<file path="src/rtl/icache_ctrl_nway.sv">
// icache_ctrl_nway: N-way set-associative instruction cache controller.
// Parallel tag lookup over all ways, single-line AXI4 INCR refill on a miss,
// lowest-invalid-then-true-LRU replacement, runtime flush and bus-error reporting.
module icache_ctrl_nway #(
  parameter  int ADDR_SIZE      = 32,
  parameter  int WAYS           = 4,
  parameter  int SETS           = 64,
  parameter  int WORDS_PER_LINE = 8,
  parameter  int INST_SIZE      = 32,
  localparam int OFS            = 2,
  localparam int WB             = $clog2(WORDS_PER_LINE),
  localparam int IB             = $clog2(SETS),
  localparam int TB             = ADDR_SIZE - IB - WB - OFS,
  localparam int LINE_W         = 1 + TB + WORDS_PER_LINE * 32
) (
  input  logic                   i_clk,
  input  logic                   i_areset_n,
  input  logic                   i_req,
  input  logic [ADDR_SIZE-1:0]   i_addr,
  input  logic                   i_flush,
  output logic                   o_ready,
  output logic                   o_instr_valid,
  output logic [INST_SIZE-1:0]   o_instruction,
  output logic                   o_err,
  output logic [IB-1:0]          o_ram_addr,
  output logic [WAYS-1:0]        o_ram_we,
  output logic [LINE_W-1:0]      o_ram_wline,
  input  logic [WAYS*LINE_W-1:0] i_ram_rline,
  output logic                   o_arvalid,
  input  logic                   i_arready,
  output logic [ADDR_SIZE-1:0]   o_araddr,
  output logic [7:0]             o_arlen,
  output logic [2:0]             o_arsize,
  output logic [1:0]             o_arburst,
  input  logic                   i_rvalid,
  output logic                   o_rready,
  input  logic [31:0]            i_rdata,
  input  logic [1:0]             i_rresp,
  input  logic                   i_rlast
);

  localparam int AW = (WAYS > 1) ? $clog2(WAYS) : 1;

  typedef enum logic [2:0] {
    S_FLUSH, S_IDLE, S_LOOKUP, S_AR, S_RD, S_FILL
  } state_t;

  state_t state, state_nx;

  logic [IB-1:0]                        counter;
  logic [TB-1:0]                        req_tag;
  logic [IB-1:0]                        req_idx;
  logic [WB-1:0]                        req_word;
  logic                                 flush_pend;
  logic [AW-1:0]                        victim;
  logic [WB-1:0]                        beat;
  logic                                 err;
  logic [WORDS_PER_LINE-1:0][31:0]      buffer;
  logic [AW-1:0]                        age [SETS][WAYS];

  logic                                 hit;
  logic [AW-1:0]                        hit_way;
  logic [31:0]                          hit_word;
  logic                                 inv_found;
  logic [AW-1:0]                        inv_way;
  logic [AW-1:0]                        lru_victim;
  logic [AW-1:0]                        victim_nx;
  logic [LINE_W-1:0]                    way_line;
  logic                                 lru_upd;
  logic [AW-1:0]                        lru_way;
  logic                                 unused_addr_bits;

  assign unused_addr_bits = ^i_addr[OFS-1:0];

  assign o_araddr  = {req_tag, req_idx, {(WB + OFS){1'b0}}};
  assign o_arlen   = 8'(WORDS_PER_LINE - 1);
  assign o_arsize  = 3'd2;
  assign o_arburst = 2'b01;

  // Compare every way's line against the captured tag; also pick the refill victim.
  always_comb begin
    hit        = 1'b0;
    hit_way    = '0;
    hit_word   = '0;
    inv_found  = 1'b0;
    inv_way    = '0;
    lru_victim = '0;
    way_line   = '0;
    for (int w = WAYS - 1; w >= 0; w--) begin
      way_line = i_ram_rline[w*LINE_W +: LINE_W];
      if (!way_line[LINE_W-1]) begin
        inv_found = 1'b1;
        inv_way   = AW'(w);
      end
      if (age[req_idx][w] == AW'(WAYS - 1)) begin
        lru_victim = AW'(w);
      end
      if (way_line[LINE_W-1] && (way_line[LINE_W-2 -: TB] == req_tag)) begin
        hit      = 1'b1;
        hit_way  = AW'(w);
        hit_word = way_line[int'(req_word)*32 +: 32];
      end
    end
    victim_nx = inv_found ? inv_way : lru_victim;
  end

  // Next-state and output decode for the controller FSM.
  always_comb begin
    state_nx      = state;
    o_ready       = 1'b0;
    o_instr_valid = 1'b0;
    o_instruction = '0;
    o_err         = 1'b0;
    o_ram_addr    = req_idx;
    o_ram_we      = '0;
    o_ram_wline   = '0;
    o_arvalid     = 1'b0;
    o_rready      = 1'b0;
    lru_upd       = 1'b0;
    lru_way       = hit_way;
    case (state)
      S_FLUSH: begin
        o_ram_addr = counter;
        if (i_areset_n) begin
          o_ram_we = '1;
        end
        if (counter == IB'(SETS - 1)) begin
          state_nx = S_IDLE;
        end
      end
      S_IDLE: begin
        o_ready    = ~i_flush & ~flush_pend;
        o_ram_addr = i_addr[IB+WB+OFS-1 -: IB];
        if (i_flush || flush_pend) begin
          state_nx = S_FLUSH;
        end else if (i_req) begin
          state_nx = S_LOOKUP;
        end
      end
      S_LOOKUP: begin
        if (hit) begin
          o_instr_valid = 1'b1;
          o_instruction = hit_word;
          lru_upd       = 1'b1;
          state_nx      = S_IDLE;
        end else begin
          state_nx = S_AR;
        end
      end
      S_AR: begin
        o_arvalid = 1'b1;
        if (i_arready) begin
          state_nx = S_RD;
        end
      end
      S_RD: begin
        o_rready = 1'b1;
        if (i_rvalid && i_rlast) begin
          state_nx = S_FILL;
        end
      end
      S_FILL: begin
        o_instr_valid = 1'b1;
        o_instruction = buffer[req_word];
        if (err) begin
          o_err = 1'b1;
        end else begin
          o_ram_we    = WAYS'(1) << victim;
          o_ram_wline = {1'b1, req_tag, buffer};
          lru_upd     = 1'b1;
          lru_way     = victim;
        end
        state_nx = S_IDLE;
      end
      default: state_nx = S_FLUSH;
    endcase
  end

  // Control registers: state, flush counter, captured request, burst bookkeeping.
  always_ff @(posedge i_clk or negedge i_areset_n) begin
    if (!i_areset_n) begin
      state      <= S_FLUSH;
      counter    <= '0;
      req_tag    <= '0;
      req_idx    <= '0;
      req_word   <= '0;
      flush_pend <= 1'b0;
      victim     <= '0;
      beat       <= '0;
      err        <= 1'b0;
    end else begin
      state <= state_nx;
      if (state == S_FLUSH) begin
        counter <= counter + 1'b1;
      end
      if (state == S_IDLE) begin
        flush_pend <= 1'b0;
      end else if (i_flush && state != S_FLUSH) begin
        flush_pend <= 1'b1;
      end
      if (o_ready && i_req) begin
        req_tag  <= i_addr[ADDR_SIZE-1 -: TB];
        req_idx  <= i_addr[IB+WB+OFS-1 -: IB];
        req_word <= i_addr[WB+OFS-1 -: WB];
      end
      if (state == S_LOOKUP) begin
        victim <= victim_nx;
        beat   <= '0;
        err    <= 1'b0;
      end
      if (state == S_RD && i_rvalid) begin
        beat <= beat + 1'b1;
        if (i_rresp != 2'b00 || (i_rlast && beat != WB'(WORDS_PER_LINE - 1))) begin
          err <= 1'b1;
        end
      end
    end
  end

  // Refill buffer collects each accepted beat at its position in the line.
  always_ff @(posedge i_clk) begin
    if (state == S_RD && i_rvalid) begin
      buffer[beat] <= i_rdata;
    end
  end

  // LRU ages: reseeded while flushing, otherwise the accessed way becomes youngest.
  always_ff @(posedge i_clk) begin
    if (state == S_FLUSH) begin
      for (int w = 0; w < WAYS; w++) begin
        age[counter][w] <= AW'(w);
      end
    end else if (lru_upd) begin
      for (int w = 0; w < WAYS; w++) begin
        if (AW'(w) == lru_way) begin
          age[req_idx][w] <= '0;
        end else if (age[req_idx][w] < age[req_idx][lru_way]) begin
          age[req_idx][w] <= age[req_idx][w] + 1'b1;
        end
      end
    end
  end

endmodule

</file>
<file path="config.mk">
export PLATFORM = sky130hd
export DESIGN_NAME = icache_ctrl_nway
export DESIGN_NICKNAME = d
export VERILOG_FILES = /design/src/rtl/icache_ctrl_nway.sv
export SDC_FILE = /design/constraint.sdc
export NUM_CORES = 2
export LEC_CHECK = 0
export CORE_AREA = 5 5 595 597
export CTS_CLUSTER_DIAMETER = 30
export DETAILED_ROUTE_END_ITERATION = 6
export DIE_AREA = 0 0 600 602
export GPL_ROUTABILITY_DRIVEN = 0
export PLACE_DENSITY_LB_ADDON = 0.15
export SLEW_MARGIN = 15
export SYNTH_ARGS = -nofsm -noshare
export SYNTH_HDL_FRONTEND = slang
export SYNTH_SLANG_ARGS = --single-unit
export TNS_END_PERCENT = 10
</file>
<file path="constraint.sdc">
create_clock -name i_clk -period 12.4 [get_ports i_clk]
set_input_delay 3.72 -clock i_clk [delete_from_list [all_inputs] [get_ports i_clk]]
set_output_delay 3.72 -clock i_clk [all_outputs]
set_load 0.01 [all_outputs]
</file>
; Word level (Yosys, flattened, before mapping)
; Memories as Yosys holds them, arrays and structs flattened.
; Index checks and enable logic that the tools add are counted.
[word_totals]
ff_bits = 302
ram_bits = 512
input_bits = 1185
out_inout_bits = 370
elab_cells = 198
n_memories = 1
[memory_table]
columns = name, depth, word_bits, read_ports, rd_ports_with_merged_regs, write_ports, line_no
row1 = age, 64, 8, 1, 0, 1, 59  ; logic [AW-1:0] age [SETS][WAYS];
[classes]
addsub = 6
magnitude_cmp = 8
eq_ne = 22
shift = 5
mux = 111
bitwise_logic = 8
n_reduce_logical = 20
[ops]
columns = op, count
row1 = variable part select 278 x 9 -> 32 bit, 4
row2 = two-way mux 278 bit, 2
row3 = bitwise mux 256 bit, 1
row4 = two-way mux 32 bit, 7
row5 = binary-select mux 32 bit (select 3 bit), 1
row6 = demux 32 bit (select 3 bit), 1
row7 = equality test 21 bit, 4
row8 = one-hot mux 32 bit (2 select lines), 1
row9 = two-way mux 1 bit, 58
row10 = two-way mux 2 bit, 22
row11 = two-way mux 3 bit, 7
row12 = one-hot mux 3 bit (6 select lines), 1
row13 = two-way mux 4 bit, 3
row14 = one-hot mux 6 bit (2 select lines), 1
row15 = logical AND 1 bit, 10
row16 = adder 2 x 1 -> 2 bit (second input constant), 4
row17 = equality test 2 bit (second input constant), 4
row18 = < comparator 2 bit, 4
row19 = < comparator 3 x 4 -> 1 bit (second input constant), 2
row20 = two-way mux 8 bit, 1
row21 = one-hot mux 4 bit (2 select lines), 1
row22 = OR reduction 8 bit, 1
row23 = adder 6 x 1 -> 6 bit (second input constant), 1
row24 = equality test 3 x 2 -> 1 bit (second input constant), 2
row25 = other kinds (24), 37

; Depth between registers and ports, before layout
[logic_depth]
word_depth = 21
ltp_mapped = 17
depth_no_buf = 13

; Worst setup path after synthesis
; OpenSTA, ideal clock, no wires.
[synth_timing]
path_kind = input port to flip-flop
from = input i_ram_rline[818]
to = memory age[0][7] in the netlist's numbering, data pin
arrival_time_ps = 10072
required_time_ps = 11484
slack_ps = 1412
cell_stages = 9
n_path_buf = 0
cell_sequence = xor2_1 -> or4_1 -> nor4_1 -> nand4_1 -> a2111o_1 -> nand2_1 -> mux2_2 -> maj3_1 -> nor4b_1
[synth_via]
elab_chain_cells = 20
[synth_rtl]
columns = element, line_no
row1 = start: declaration, 28  ; input logic [WAYS*LINE_W-1:0] i_ram_rline,
row2 = equality test 21 bit (*), 98  ; if (way_line[LINE_W-1] && (way_line[LINE_W-2 -: TB] == req_tag)) begin
row3 = logical AND 1 bit (*), 98
row4 = two-way mux 2 bit (3 in a row), 98
row5 = two-way mux 2 bit, 165  ; if (err) begin
row6 = two-way mux 2 bit, 121  ; case (state)
row7 = NOT 2 -> 3 bit (not written as such), 237  ; end else if (age[req_idx][w] < age[req_idx][lru_way]) begin
row8 = binary-select mux 2 bit (select 2 bit), 237
row9 = two-way mux 2 bit (not written as such) (2 in a row), 237
row10 = < comparator 2 bit, 237
row11 = two-way mux 1 bit, 237
row12 = two-way mux 1 bit, 235  ; if (AW'(w) == lru_way) begin
row13 = two-way mux 1 bit, 233  ; end else if (lru_upd) begin
row14 = two-way mux 1 bit, 229  ; if (state == S_FLUSH) begin
row15 = two-way mux 1 bit (not written as such), 238  ; age[req_idx][w] <= age[req_idx][w] + 1'b1;
row16 = bitwise OR 1 bit (no line), n/a
row17 = OR reduction 8 bit (no line), n/a
row18 = two-way mux 8 bit (no line) (*), n/a
row19 = end: declaration, 59
; Mark *: on every way between the ends. The rest lies on a longest branch, timed or not. The select of a mux whose other input is x is not followed.

; Worst setup path in the final report
[layout_timing]
from = input i_ram_rline[830]
to = output o_instruction[12]
[layout_via]
elab_chain_cells = 7
[layout_rtl]
columns = element, line_no
row1 = equality test 21 bit (*), 98
row2 = logical AND 1 bit (*), 98
row3 = two-way mux 32 bit or two-way mux 1 bit (tied branches) (3 in a row), 98
row4 = two-way mux 32 bit (*), 141  ; if (hit) begin
row5 = one-hot mux 32 bit (2 select lines) (*), 121
row6 = end: declaration, 23  ; output logic [INST_SIZE-1:0] o_instruction,
; Mark *: on every way between the ends. The rest lies on a longest branch, timed or not.

==> impl_metrics.ini <==
[status]
status = completed

[grt]
grt_pass1_vias = 39831
grt_antenna_before_repair = 209
grt_max_degree = 115
grt_pass1_wl_mm = 479.4
grt_overflow = 0
track_usage = 0.2073

[cells_and_area]
fill_cells = 37143
utilization = 0.2161
area_delta_synth_final_pct = 65.69
layout-drive-gt1-share = 0.2229
fin_nets = 5895

[logic_synthesis]
synth_largest_area_cell = edfxtp_1
syn_area_per_cell_um2 = 14.71
synthCells = 3087
synth_seq_cells = 814
ys.flop_type = edfxtp_1
yosys-top-cells-count = edfxtp_1 (768), mux4_2 (438), and2_1 (281), nor2_1 (176), a21oi_1 (175)
ys_async_sr_fraction = 0.05651
seq_area_frac_synth = 0.5334
synth.most_common_cell = edfxtp_1
synth_top_area_share = 0.5080
synth_warnings = 0
synth_cell_types = 67
netlist_area_mm2 = 0.04540
synthTopCellsByArea = edfxtp_1 (51%), mux4_2 (22%), and2_1 (3.9%)
synth_edf_count = 768

[placed_design]
hpwl_mm = 326.3
portBuffers = 1534

[timing]
finalCritPeriodShare = 0.9672
fmaxAchievable_mhz = 83.38
relSlewSlack = 0.09186
final_max_slew_viol_count = 0
tns_ps = 0
hold_violations = 0
rsz0062_at_grt = no
finalSetupViolCount = 0
clock_skew_ps = 114.7
worstMarginPinSlew_ps = 1324
period_needed_ps = 11990

[drt]
detail_route.wl_per_cell_um = 40.75
drc = 0
dr.first_iter.drc_count = 3602
wirelength_mm = 390.3
first_pass_iters = 6
final_antenna_net_count = 0
vias = 38478
via_per_inst = 4.017

[job]
max-cap-violations = 0

[worst_setup_path]
path_buf_inv = 3
worstReg2RegEnd = age[35][2]$_DFFE_PP_
reg2reg_setup_slack_ps = 5520
start_kind = input port
crit_family = simple AND/OR/NAND/NOR gates
criticalPathCategory = input port to primary output
slowest_stage = clkdlybuf4s50_1
cp_slowest_stage_delay_ps = 560
cp.required_ps = 8680
regToRegStartpoint = req_idx[0]$_DFFE_PN0P_
path_cells = clkdlybuf4s50_1 -> xnor2_1 -> nand4_1 -> nor4_1 -> and2_2 -> buf_12 -> mux4_2 -> nand2_1 -> o21ai_0 -> nand2_1 -> o21ai_0 -> o2bb2ai_1 -> clkdlybuf4s50_1
end_kind = primary output
critPathArrivalTime_ps = 8270
worstRegToRegCells = 14
crit_fanout = 12

[clock_network]
numCtsBuffers = 240
clock-sinks = 814
ctsRootBufferMaster = clkbuf_16
cts_setup_buffers = 0
clk_latency_ps = 870
cts_max_level = 4
cts_buffer_depth = 4
clkTransAtPathRegs_ps = 40
cts_tree = done
cts_hold_buf = 0
cts-resized-gates = 0

[floorplan]
initial_core_util = 0.1304
die_y_um = 602
rows = 217
ios = 1555
die_w_um = 600
core_area_mm2 = 0.3481
dieArea_mm2 = 0.3612

[pwr]
pwr_density_cell_mw_per_mm2 = 207.1
vdd_drop_max_mv = 0.1636
power.leakage_nw = 24.92
p_total_mw = 15.57

[hold_path]
min-delay-start = flush_pend$_DFFE_PN0P_
hold_path.class = flop to flop
worstHoldEndpoint = flush_pend$_DFFE_PN0P_
holdPathStages = 1
==> state kept, by name, summed over array words and instances, names as in the netlist <==
name	cells
state	3
beat	3
err	1
age	512
buffer	256
victim	2
req_word	3
flush_pend	1
req_tag	21
counter	6
req_idx	6
==> cell type report <==
class                      instances  area [µm²]  share of cell area
sequential                       814       24240              0.3222
multi-input combinational       1978       20130              0.2676
timing repair buffer            1656       16500              0.2193
clock buffer                     262        6098             0.08108
tap                             4599        5754             0.07650
clock inverter                   180        2270             0.03017
antenna                           76       190.2            0.002528
inverter                          13       48.80           0.0006487
==> power by group <==
part	switching (mW)	internal, mW	total, mW
Sequential	0.255	3.18	3.44
Combinational	3.54	2.20	5.74
Clock	1.89	4.51	6.40
Total	5.68	9.89	15.6
==> kinds of logic (layout without fill, tap and decap cells) <==
kind of cell / after synthesis / count (layout) / synth area share
AOI/OAI and AO/OA: 438 / 438 / 0.06022
xor gates and xnor gates: 90 / 90 / 0.01736
adders and majority gates: 11 / 11 / 0.002866
buffers and inverters: 311 / 2111 / 0.03015
DFF: 814 / 814 / 0.5334
muxes: 646 / 646 / 0.2652
other: 2 / 94 / 0.0001654
and+or+nand+nor: 775 / 775 / 0.09068
==> per-layer routing <==
metal / global-route usage / up-vias / share of wire
li1: - / 15734 / -
met1: 0.2410 / 20174 / 0.38
met2: 0.3471 / 1927 / 0.48
met3: 0.08900 / 527 / 0.10
met4: 0.05677 / 116 / 0.032
met5: 0 / - / 0.0019
==> how the worst max path moves through the flow <==
stage          slack (ps)  depth (start not counted)             endpoint             start
2_1_floorplan        1410                          9  age[0][7]$_DFFE_PP_  i_ram_rline[818]
3_3_place_gp          310                         11    o_instruction[11]  i_ram_rline[830]
3_5_place_dp          320                         11    o_instruction[11]  i_ram_rline[830]
4_1_cts               280                         11    o_instruction[11]  i_ram_rline[830]
5_1_grt               110                         11    o_instruction[11]  i_ram_rline[830]
6_report              410                         13    o_instruction[12]  i_ram_rline[830]
==> cell usage in the layout, fill, tap and decap left out, types with 8 or more instances in the layout <==
cell type           n
clkdlybuf4s50_1  1526
edfxtp_1          768
mux4_2            438
and2_1            280
clkbuf_16         240
a21oi_1           175
nor2_1            167
mux2i_1           132
nand2_1           128
buf_4             111
diode_2            76
mux2_2             73
o21ai_0            73
xor2_1             65
clkinv_2           60
bufinv_16          49
a211oi_1           44
nor2b_1            43
dfrtp_1            38
clkinv_1           30
clkinvlp_4         29
nor4_1             28
nand3_1            28
a211o_1            27
xnor2_1            25
clkbuf_1           21
o211ai_1           19
nand4_1            18
conb_1             18
buf_12             18
o22ai_1            16
inv_1              13
a31oi_1            12
nand2b_1           10
a311oi_1            9
nor3_1              9
nor2_4              8
==> stage by stage <==
step                std cells  hold slack (ps)  worst slack, ps  area (µm²)
finish                   9578            506.5            407.2       75220
global route             9530            526.1            109.1       75100
global placement         9059            487.1            309.1       66620
CTS                      9502            510.6            278.0       75030
detailed placement       9060            496.7            316.8       66660
floorplan                3103            467.3             1412       45460
==> worst register-to-register path, stage by stage, from the launching register on <==
cell	delay (ps)
dfrtp_4	810
buf_4	620
buf_4	640
mux4_2	680
o22ai_1	280
a211oi_1	130
o21ai_0	280
o221ai_1	550
mux2i_1	350
mux2i_1	150
maj3_2	370
o21ai_4	630
buf_16	240
buf_4	420
a21oi_1	320
Note: power is estimated with default switching activity, not from simulation.
